[config.mk]
export PLATFORM = sky130hd
export DESIGN_NAME = ifetch
export DESIGN_NICKNAME = d
export VERILOG_FILES = /design/src/rtl/rv32_pkg.sv /design/src/rtl/ifetch_buf.sv /design/src/rtl/ifetch.sv
export SDC_FILE = /design/constraint.sdc
export NUM_CORES = 1
export LEC_CHECK = 0
export CAP_MARGIN = 10
export CORE_ASPECT_RATIO = 0.6
export CORE_UTILIZATION = 56
export DETAILED_ROUTE_END_ITERATION = 6
export HOLD_SLACK_MARGIN = 0.08
export PLACE_DENSITY = 0.86
export SETUP_SLACK_MARGIN = 0.4
export SLEW_MARGIN = 20
export SYNTH_ARGS = -nofsm -noshare
export SYNTH_HDL_FRONTEND = slang
export SYNTH_HIERARCHICAL = 1
export SYNTH_SLANG_ARGS = --single-unit
[constraint.sdc]
create_clock -name i_clk -period 4.9 [get_ports i_clk]
set_clock_uncertainty 0.2 [all_clocks]
set_input_delay 0.98 -clock i_clk [delete_from_list [all_inputs] [get_ports i_clk]]
set_output_delay 0.98 -clock i_clk [all_outputs]
set_load 0.1 [all_outputs]
[src/rtl/rv32_pkg.sv]
// Shared RV32 widths and constants for the fetch front end.
package rv32_pkg;
  localparam int XLEN    = 32;
  localparam int INSTR_W = 32;
  localparam int PC_STEP = 4;

  // One buffer entry is {pc, instr}, pc in the upper half.
  localparam int ENTRY_W = XLEN + INSTR_W;
endpackage : rv32_pkg

[src/rtl/ifetch_buf.sv]
// Small instruction FIFO holding {pc, instr} entries; head is read combinationally.
module ifetch_buf
  import rv32_pkg::*;
#(
  parameter int DEPTH = 2,
  localparam int PTR_W = $clog2(DEPTH),
  localparam int CNT_W = PTR_W + 1
) (
  input  logic               i_clk,
  input  logic               i_rst_n,
  input  logic               push,
  input  logic               pop,
  input  logic               flush,
  input  logic [ENTRY_W-1:0] wdata,
  output logic [ENTRY_W-1:0] rdata,
  output logic [CNT_W-1:0]   count
);

  logic [ENTRY_W-1:0] mem_q [DEPTH];
  logic [PTR_W-1:0]   wptr_q, wptr_d;
  logic [PTR_W-1:0]   rptr_q, rptr_d;
  logic [CNT_W-1:0]   count_q, count_d;

  // Pointer and occupancy next state; flush wins over any push/pop.
  always_comb begin
    wptr_d  = wptr_q;
    rptr_d  = rptr_q;
    count_d = count_q;
    if (flush) begin
      wptr_d  = '0;
      rptr_d  = '0;
      count_d = '0;
    end else begin
      if (push) wptr_d = wptr_q + PTR_W'(1);
      if (pop)  rptr_d = rptr_q + PTR_W'(1);
      case ({push, pop})
        2'b10:   count_d = count_q + CNT_W'(1);
        2'b01:   count_d = count_q - CNT_W'(1);
        default: count_d = count_q;
      endcase
    end
  end

  // State registers; storage is cleared on reset so the head reads zero.
  always_ff @(posedge i_clk or negedge i_rst_n) begin
    if (!i_rst_n) begin
      for (int i = 0; i < DEPTH; i++) mem_q[i] <= '0;
      wptr_q  <= '0;
      rptr_q  <= '0;
      count_q <= '0;
    end else begin
      if (push && !flush) mem_q[wptr_q] <= wdata;
      wptr_q  <= wptr_d;
      rptr_q  <= rptr_d;
      count_q <= count_d;
    end
  end

  assign rdata = mem_q[rptr_q];
  assign count = count_q;

endmodule : ifetch_buf

[src/rtl/ifetch.sv]
// Instruction fetch: PC register, imem addressing and push/pop/redirect control.
module ifetch
  import rv32_pkg::*;
#(
  parameter logic [31:0] RESET_PC  = 32'h0000_0000,
  parameter int          BUF_DEPTH = 2
) (
  input  logic        i_clk,
  input  logic        i_rst_n,
  output logic [31:0] o_imem_addr,
  input  logic [31:0] i_imem_data,
  input  logic        i_redirect,
  input  logic [31:0] i_redirect_pc,
  output logic        o_valid,
  output logic [31:0] o_instr,
  output logic [31:0] o_pc,
  input  logic        i_ready
);

  localparam int CNT_W = $clog2(BUF_DEPTH) + 1;
  localparam logic [CNT_W-1:0] DEPTH_C = CNT_W'(BUF_DEPTH);

  logic [XLEN-1:0]    fetch_pc_q, fetch_pc_d;
  logic               push, pop;
  logic [CNT_W-1:0]   count;
  logic [ENTRY_W-1:0] head;

  // A redirect suppresses both sides; a full buffer can still accept if it drains this cycle.
  assign o_valid = (count != '0);
  assign pop     = o_valid && i_ready && !i_redirect;
  assign push    = !i_redirect && ((count < DEPTH_C) || pop);

  // Fetch PC next state: redirect target (word aligned), sequential step, or hold.
  always_comb begin
    fetch_pc_d = fetch_pc_q;
    if (i_redirect) begin
      fetch_pc_d = {i_redirect_pc[31:2], 2'b00};
    end else if (push) begin
      fetch_pc_d = fetch_pc_q + XLEN'(PC_STEP);
    end
  end

  // Fetch PC register.
  always_ff @(posedge i_clk or negedge i_rst_n) begin
    if (!i_rst_n) fetch_pc_q <= RESET_PC;
    else          fetch_pc_q <= fetch_pc_d;
  end

  ifetch_buf #(
    .DEPTH (BUF_DEPTH)
  ) u_buf (
    .i_clk   (i_clk),
    .i_rst_n (i_rst_n),
    .push    (push),
    .pop     (pop),
    .flush   (i_redirect),
    .wdata   ({fetch_pc_q, i_imem_data}),
    .rdata   (head),
    .count   (count)
  );

  assign o_imem_addr = {2'b00, fetch_pc_q[31:2]};
  assign o_pc        = head[ENTRY_W-1:INSTR_W];
  assign o_instr     = head[INSTR_W-1:0];

endmodule : ifetch
==> impl_metrics.py <==
metrics = {
    "yosys": {
        "yosysSeqAreaShare": 0.5047,
        "synthDominantCellAreaShare": 0.5047,
        "synth-xor-area-share": 0.01199,
        "synth.ff_latch_count": 162,
        "synth_edf_count": 0,
        "dominant_combinational_cell_family_by_area_after_synthesis": "multiplexers",
        "share_of_async_settable_or_async_resettable_flops_after_synthesis": 1.000,
        "yosys_warnings": 6,
        "synth_adder_area_share": 0.001558,
        "synth_top_area_cell": "dfrtp_1",
        "postSynthAreaPerCell_sq_um": 13.52,
        "synth-main-ff-cell": "dfrtp_1",
        "synthMuxAreaShare": 0.2984,
        "synth_cell_area_sq_um": 8033,
        "synth_cells": 594,
        "synthTopCellsByArea": "dfrtp_1 (50%), mux2_2 (19%), mux2_4 (11%)",
        "synth.lib_cells_used.distinct": 54,
        "post_synthesis_compound_gate_area_fraction": 0.05202,
        "yosys.area_share.simple": 0.08754,
    },
    "worst_setup_path": {
        "critical_path.endpoint_type": "primary output",
        "worstReg2RegEnd": "u_buf/mem_q[92]$_DFFE_PN0P_",
        "worstPathMaxFanout": 38,
        "crit_path_start_kind": "register",
        "r2r_setup_slack_ns": 1.98,
        "startpoint": "u_buf/rptr_q$_DFFE_PN0P_",
        "critPathRequiredTime_ns": 3.72,
        "critical_path_class": "register to primary output",
        "endpoint": "o_pc[9]",
        "r2r_start": "u_buf/count[1]$_DFFE_PN0P_",
        "crit_arrival_ns": 2.66,
        "rr_worst_depth": 5,
    },
    "power": {
        "p_per_area_nw_per_um2": 623.3,
        "internal_power_uw": 3435,
        "seq_power_share": 0.320,
        "static-leakage-power_uw": 0.004203,
        "power.combinational.fraction": 0.485,
        "p_clk_frac": 0.195,
        "switching_power_uw": 2943,
        "sw_frac_of_total": 0.4614,
        "totalPowerFinal_uw": 6379,
        "vdd_ir_drop_max_uv": 520.3,
    },
    "timing": {
        "finalCritPeriodShare": 0.7841,
        "grt_setup_unrepaired": "false",
        "fin_crit_ns": 3.842,
        "slew_viol_final": 0,
        "timing.setup.tns_ns": 0,
        "max_slew.worst_pin.slew_ns": 1.025,
        "max_freq_mhz": 260.3,
        "finalSetupViolCount": 0,
        "relSlewSlack": 0.3147,
        "timing_hold_violations_final": 0,
    },
    "hold_path": {
        "hold_crit_class": "register to register",
    },
    "drt": {
        "detail_route.iter0.violations": 452,
        "route.antenna.remaining_nets": 0,
        "route.detailed.drc": 0,
        "vias": 5535,
        "avgViaCountPerCell": 5.790,
        "route.final.wire_length_um": 19410,
        "detailedRoute.firstPassIterationCount": 5,
        "drt_wl_cell_um": 20.31,
    },
    "global_routing": {
        "grt_busiest_layer": "met2",
        "grt_use_met2": 0.4501,
        "met1_usage": 0.3591,
        "grt_antenna_before_repair": 0,
        "wire_length_of_the_first_global_routing_pass_um": 31000,
        "grt_remaining_overflow": 0,
        "grt_max_degree": 96,
        "groute.usage.overall": 0.2751,
        "via_count_of_the_first_global_routing_pass": 5870,
        "groute.layer.met3.usage": 0.07297,
    },
    "clocking": {
        "postCtsResizedCells": 0,
        "cts.reportedPaths.clkPinSlew_ns": 0.06,
        "cts-buffers-inserted": 17,
        "cts_tree": "done",
        "postCtsSetupRepairBufs": 0,
        "cts_num_sinks": 162,
        "cts.root.buffer_cell": "clkbuf_16",
        "cts-htree-levels": 4,
        "cts-root-to-sink-buffers": 2,
        "clock_insertion_delay_worst_skew_ns": 0.41,
        "cts.hold.buffers_added": 0,
    },
    "floorplanning": {
        "area_enclosed_by_the_die_boundary_sq_um": 14840,
        "die_width_um": 156.6,
        "floorplan.initialDensity": 0.5807,
        "floorplan.core_area_sq_um": 13830,
        "floorplan.io_pins": 165,
        "row_count": 33,
        "die-height_um": 94.77,
    },
    "finish": {
        "synthesis_to_layout_area_growth_pct": 27.40,
        "finish.net_count": 820,
        "final_layout_size_suffix_gt1_frac": 0.3220,
        "utilization": 0.7398,
        "layout.cell_area.non_filler_sq_um": 10230,
        "diodes": 0,
    },
    "placement": {
        "post-dp-hpwl_um": 12960,
        "gp_congestion": 0.9314,
        "postPlaceCellArea_sq_um": 9678,
        "portBuffers": 160,
    },
    "run_status": {
        "run_status": "complete, no violations",
    },
    "job": {
        "drv.max_cap_violation_count": 0,
    },
}
[sequential cells by signal (all words and copies together), names as in the netlist]
signal / flops
fetch_pc_q: 30
u_buf/mem_q: 128
u_buf/count: 2
u_buf/rptr_q: 1
u_buf/wptr_q: 1
[cells in the mapped netlist (all sizes together) (10+ instances only)]
library cell and instances:
nand4 13, nor2 19, o21ai 11, or4 12, dfrtp 162, buf 28
xnor2 10, nand2 25, clkbuf 10, nand3 15, mux2 192, o31ai 13
a31oi 10
[kinds of logic after synthesis]
group                      after synthesis
muxes                                  193
DFF                                    162
and+or+nand+nor                        122
AOI/OAI and AO/OA                       59
buffers and inverters                   45
xor gates and xnor gates                11
adders and majority gates                1
other                                    1
[power by group through the flow]
stage	logic [uW]	registers, uW	clock network (uW)
2_1_floorplan	2320	2150	0
3_3_place_gp	3040	2000	0
3_5_place_dp	3090	2050	0
4_1_cts	3110	2040	1260
5_1_grt	3200	2090	1340
6_report	3100	2040	1240
[final cells by class]
type | instances | area [sq um]
Sequential cell | 162 | 4055
Clock inverter | 12 | 98.84
Multi-Input combinational cell | 392 | 3656
Timing Repair Buffer | 171 | 1700
Inverter | 7 | 26.28
Fill cell | 903 | 3598
Clock buffer | 20 | 456.7
Tap cell | 192 | 240.2
[cells in the final DEF, fill, tap and decap left out, drive strengths merged, types with 5 or more instances in the layout]
cell,n
mux2,192
dfrtp,162
clkdlybuf4s50,155
nand2,25
clkbuf,20
nor2,19
buf,16
nand3,15
o31ai,13
nand4,13
or4,12
inv,12
o21ai,11
a31oi,10
xnor2,10
nor2b,7
nor3,6
conb,6
nor3b,6
a211oi,5
a22oi,5
[stage by stage]
stage	instances	setup WS (ns)	hold slack, ns
3_5_place_dp	924	1.235	0.2868
2_1_floorplan	599	1.802	0.2736
3_3_place_gp	924	1.295	0.2811
4_1_cts	956	1.054	0.3054
6_report	956	1.058	0.3001
5_1_grt	956	0.9740	0.3123
[critical path, stage by stage, from the launching register on]
cell and delay [ns]:
dfrtp_2 0.36, buf_4 0.44, mux2_2 0.26, clkdlybuf4s50_1 1.17
[per-layer routing]
metal	vias to the layer above	routed length, um	share of wire
li1	2503	-	-
met1	2772	8699	0.45
met2	227	9047	0.47
met3	33	1310	0.067
met4	0	355	0.018
met5	-	0	0
[worst min path at each step]
stage / endpoint / startpoint / slack [ns] / cells past startpoint
after floorplan: u_buf/mem_q[10]$_DFFE_PN0P_ / u_buf/mem_q[10]$_DFFE_PN0P_ / 0.27 / 1
after global placement: u_buf/mem_q[5]$_DFFE_PN0P_ / u_buf/mem_q[5]$_DFFE_PN0P_ / 0.28 / 1
after detailed placement: u_buf/mem_q[37]$_DFFE_PN0P_ / u_buf/mem_q[37]$_DFFE_PN0P_ / 0.29 / 1
after CTS: u_buf/mem_q[38]$_DFFE_PN0P_ / u_buf/mem_q[38]$_DFFE_PN0P_ / 0.31 / 1
after global routing: u_buf/mem_q[2]$_DFFE_PN0P_ / u_buf/mem_q[2]$_DFFE_PN0P_ / 0.31 / 1
final: u_buf/mem_q[2]$_DFFE_PN0P_ / u_buf/mem_q[2]$_DFFE_PN0P_ / 0.30 / 1
Note: power is estimated with default switching activity, not from simulation.
==> variant: new RTL, config.mk and constraints unchanged <==
Make the reset (`i_rst_n`) synchronous in 2 clocked blocks.
--- a/src/rtl/ifetch_buf.sv
+++ b/src/rtl/ifetch_buf.sv
@@ -44,3 +44,3 @@
   // State registers; storage is cleared on reset so the head reads zero.
-  always_ff @(posedge i_clk or negedge i_rst_n) begin
+  always_ff @(posedge i_clk) begin
     if (!i_rst_n) begin
--- a/src/rtl/ifetch.sv
+++ b/src/rtl/ifetch.sv
@@ -43,3 +43,3 @@
   // Fetch PC register.
-  always_ff @(posedge i_clk or negedge i_rst_n) begin
+  always_ff @(posedge i_clk) begin
     if (!i_rst_n) fetch_pc_q <= RESET_PC;
Behaviour: differs if i_rst_n is asserted again (counterexample within 4 cycles, from zero or initial values and one cycle with i_rst_n low); with i_rst_n held inactive, the same outputs for 4 cycles.
==> variant against the unedited design <==
The run now ends with DRC left. Synthesized cell count up 6.1%. Via count up 5.1%. Routed wire length down 3.4%. Cell count down 0.94%. Critical path depth down 1. Sequential cell count up 1. Worst setup slack worse by 0.19 ns. Final area down 2.4%. Synthesized area down 3.7%. Highest routed layer unchanged.
Power is not compared: it rests on default switching activity, and its combinational part moved more than twofold at a synthesized area within 25%.
==> variant: results (changes against the unedited design) <==
* Layout cells sized above 1 at 0.07079 (-0.2512)
* Critical Path Max Stage Delay at 1.14 ns (-0.03 ns)
* Synth Area in XOR/XNOR at 0.01245 (+0.0004557)
* Vias per cell at 6.146 (+6.1%)
* Outcome: finished, violations left
* Post-synth top cells: and3_1 (133), edfxtp_1 (128), mux2_1 (64), dfxtp_1 (35), buf_2 (31)
* Post-Place Cells at 916 (-0.87%)
* Top area cells in the synthesized netlist: edfxtp_1 (50%), and3_1 (11%), mux2_1 (9.3%), dfxtp_1 (9.1%), buf_2 (2.0%)
* Routed len/inst at 19.81 µm (-2.4%)
* Finished Layout Cells at 947 (-0.94%)
* Dpl ws at 1.215 ns (-0.02077 ns)
* Fill count at 818 (-9.4%)
* Tot GR Track Use at 0.2728 (-0.002226)
* 1st-iter DRT viols at 537 (+19%)
* Post-synth EDFFs at 128 (+128)
* Max FFs per register at 128 (unchanged)
* Initial antenna violation count at 0 (unchanged)
* Hpwl dp at 11660 µm (-10%)
* Top_reg_cell synth: edfxtp_1
* 1st-pass router iterations at 7 (+2)
* Worst slew margin at 0.2718 (-0.04290)
* First-pass GRT wire length at 29850 µm (-3.7%)
* Worst-path maximum fanout at 64 (+68%)
* Syn Area/Cell at 12.28 µm² (-9.2%)
* Post-synthesis mux area share at 0.09313 (-0.2053)
* Synth Area in Adders at 0.003234 (+0.001676)
* DP Area at 9398 µm² (-2.9%)
* Routability cong. at 0.8949 (-3.9%)
* Vias in the first global route at 5631 (-4.1%)
* Compound-Gate Fraction of Synth Area at 0.07615 (+0.02413)
* Critical path arrival at 2.85 ns (+0.19 ns)
* Failing checks: DRC
* CTS Buffer Depth at 2 (unchanged)
* Max VDD drop at 0.2350 mV
* Largest net degree at the start of global routing at 71 (-26%)
* Yosys top cell by area: edfxtp_1
* Post-route DRC at 1 (+1)
* Sequential share of the synthesized area at 0.5872 (+0.08255)
* # nets final at 835 (+1.8%)
* Ys async rst share at 0 (-1.000)
[variant: cell types whose count changed in the layout (fill, tap and decap cells not counted), sizes merged, moves of 6 or more]
cell and change:
dfxtp +35, nand2 -12, and4 +6, mux2 -128, buf -7, edfxtp +128
o21ai +18, a21oi +13, dfrtp -162, o31ai -7, and3 +132
[variant: routing by layer]
layer	up-vias	track usage	routed length, µm
met5	-	0	0
li1	2689	-	-
met2	321	0.4375	8921
met1	2795	0.3806	7986
met3	15	0.05051	1681
met4	0	0.08417	172
[variant: layout make-up]
| cell class | instances | area [µm²] | share of cell area |
|---|---|---|---|
| Sequential cell | 163 | 4548 | 0.4553 |
| Multi-Input combinational cell | 410 | 2947 | 0.2950 |
| Timing Repair Buffer | 168 | 1672 | 0.1673 |
| Clock buffer | 17 | 425.4 | 0.04259 |
| Tap cell | 170 | 212.7 | 0.02129 |
| Clock inverter | 14 | 166.4 | 0.01666 |
| Inverter | 5 | 18.77 | 0.001879 |
[variant: worst min-delay path, cell delays in order, from the launching register on]
cell     delay (ns)
dfxtp_1        0.36
nand2_1        0.07
a21oi_1        0.06
[variant: final timing paths]
check | startpoint | to | slack, ns | cells after the start
max reg2reg | u_buf/count[1]$_SDFFE_PP0P_ | u_buf/mem_q[0][59]$_SDFFCE_PN0P_ | 2.40 | 4
min | u_buf/wptr_q$_SDFFE_PP0P_ | u_buf/wptr_q$_SDFFE_PP0P_ | 0.34 | 2
max | register | o_instr[15] | 0.87 | 2
min reg2reg | u_buf/wptr_q$_SDFFE_PP0P_ | u_buf/wptr_q$_SDFFE_PP0P_ | 0.34 | 2
[variant: where the power goes]
group | switching, W | leakage (nW) | internal [W]
Combinational | 0.000551 | 2.17 | 0.000193
Clock | 0.000576 | 0.281 | 0.000764
Sequential | 0.0000548 | 1.64 | 0.00157
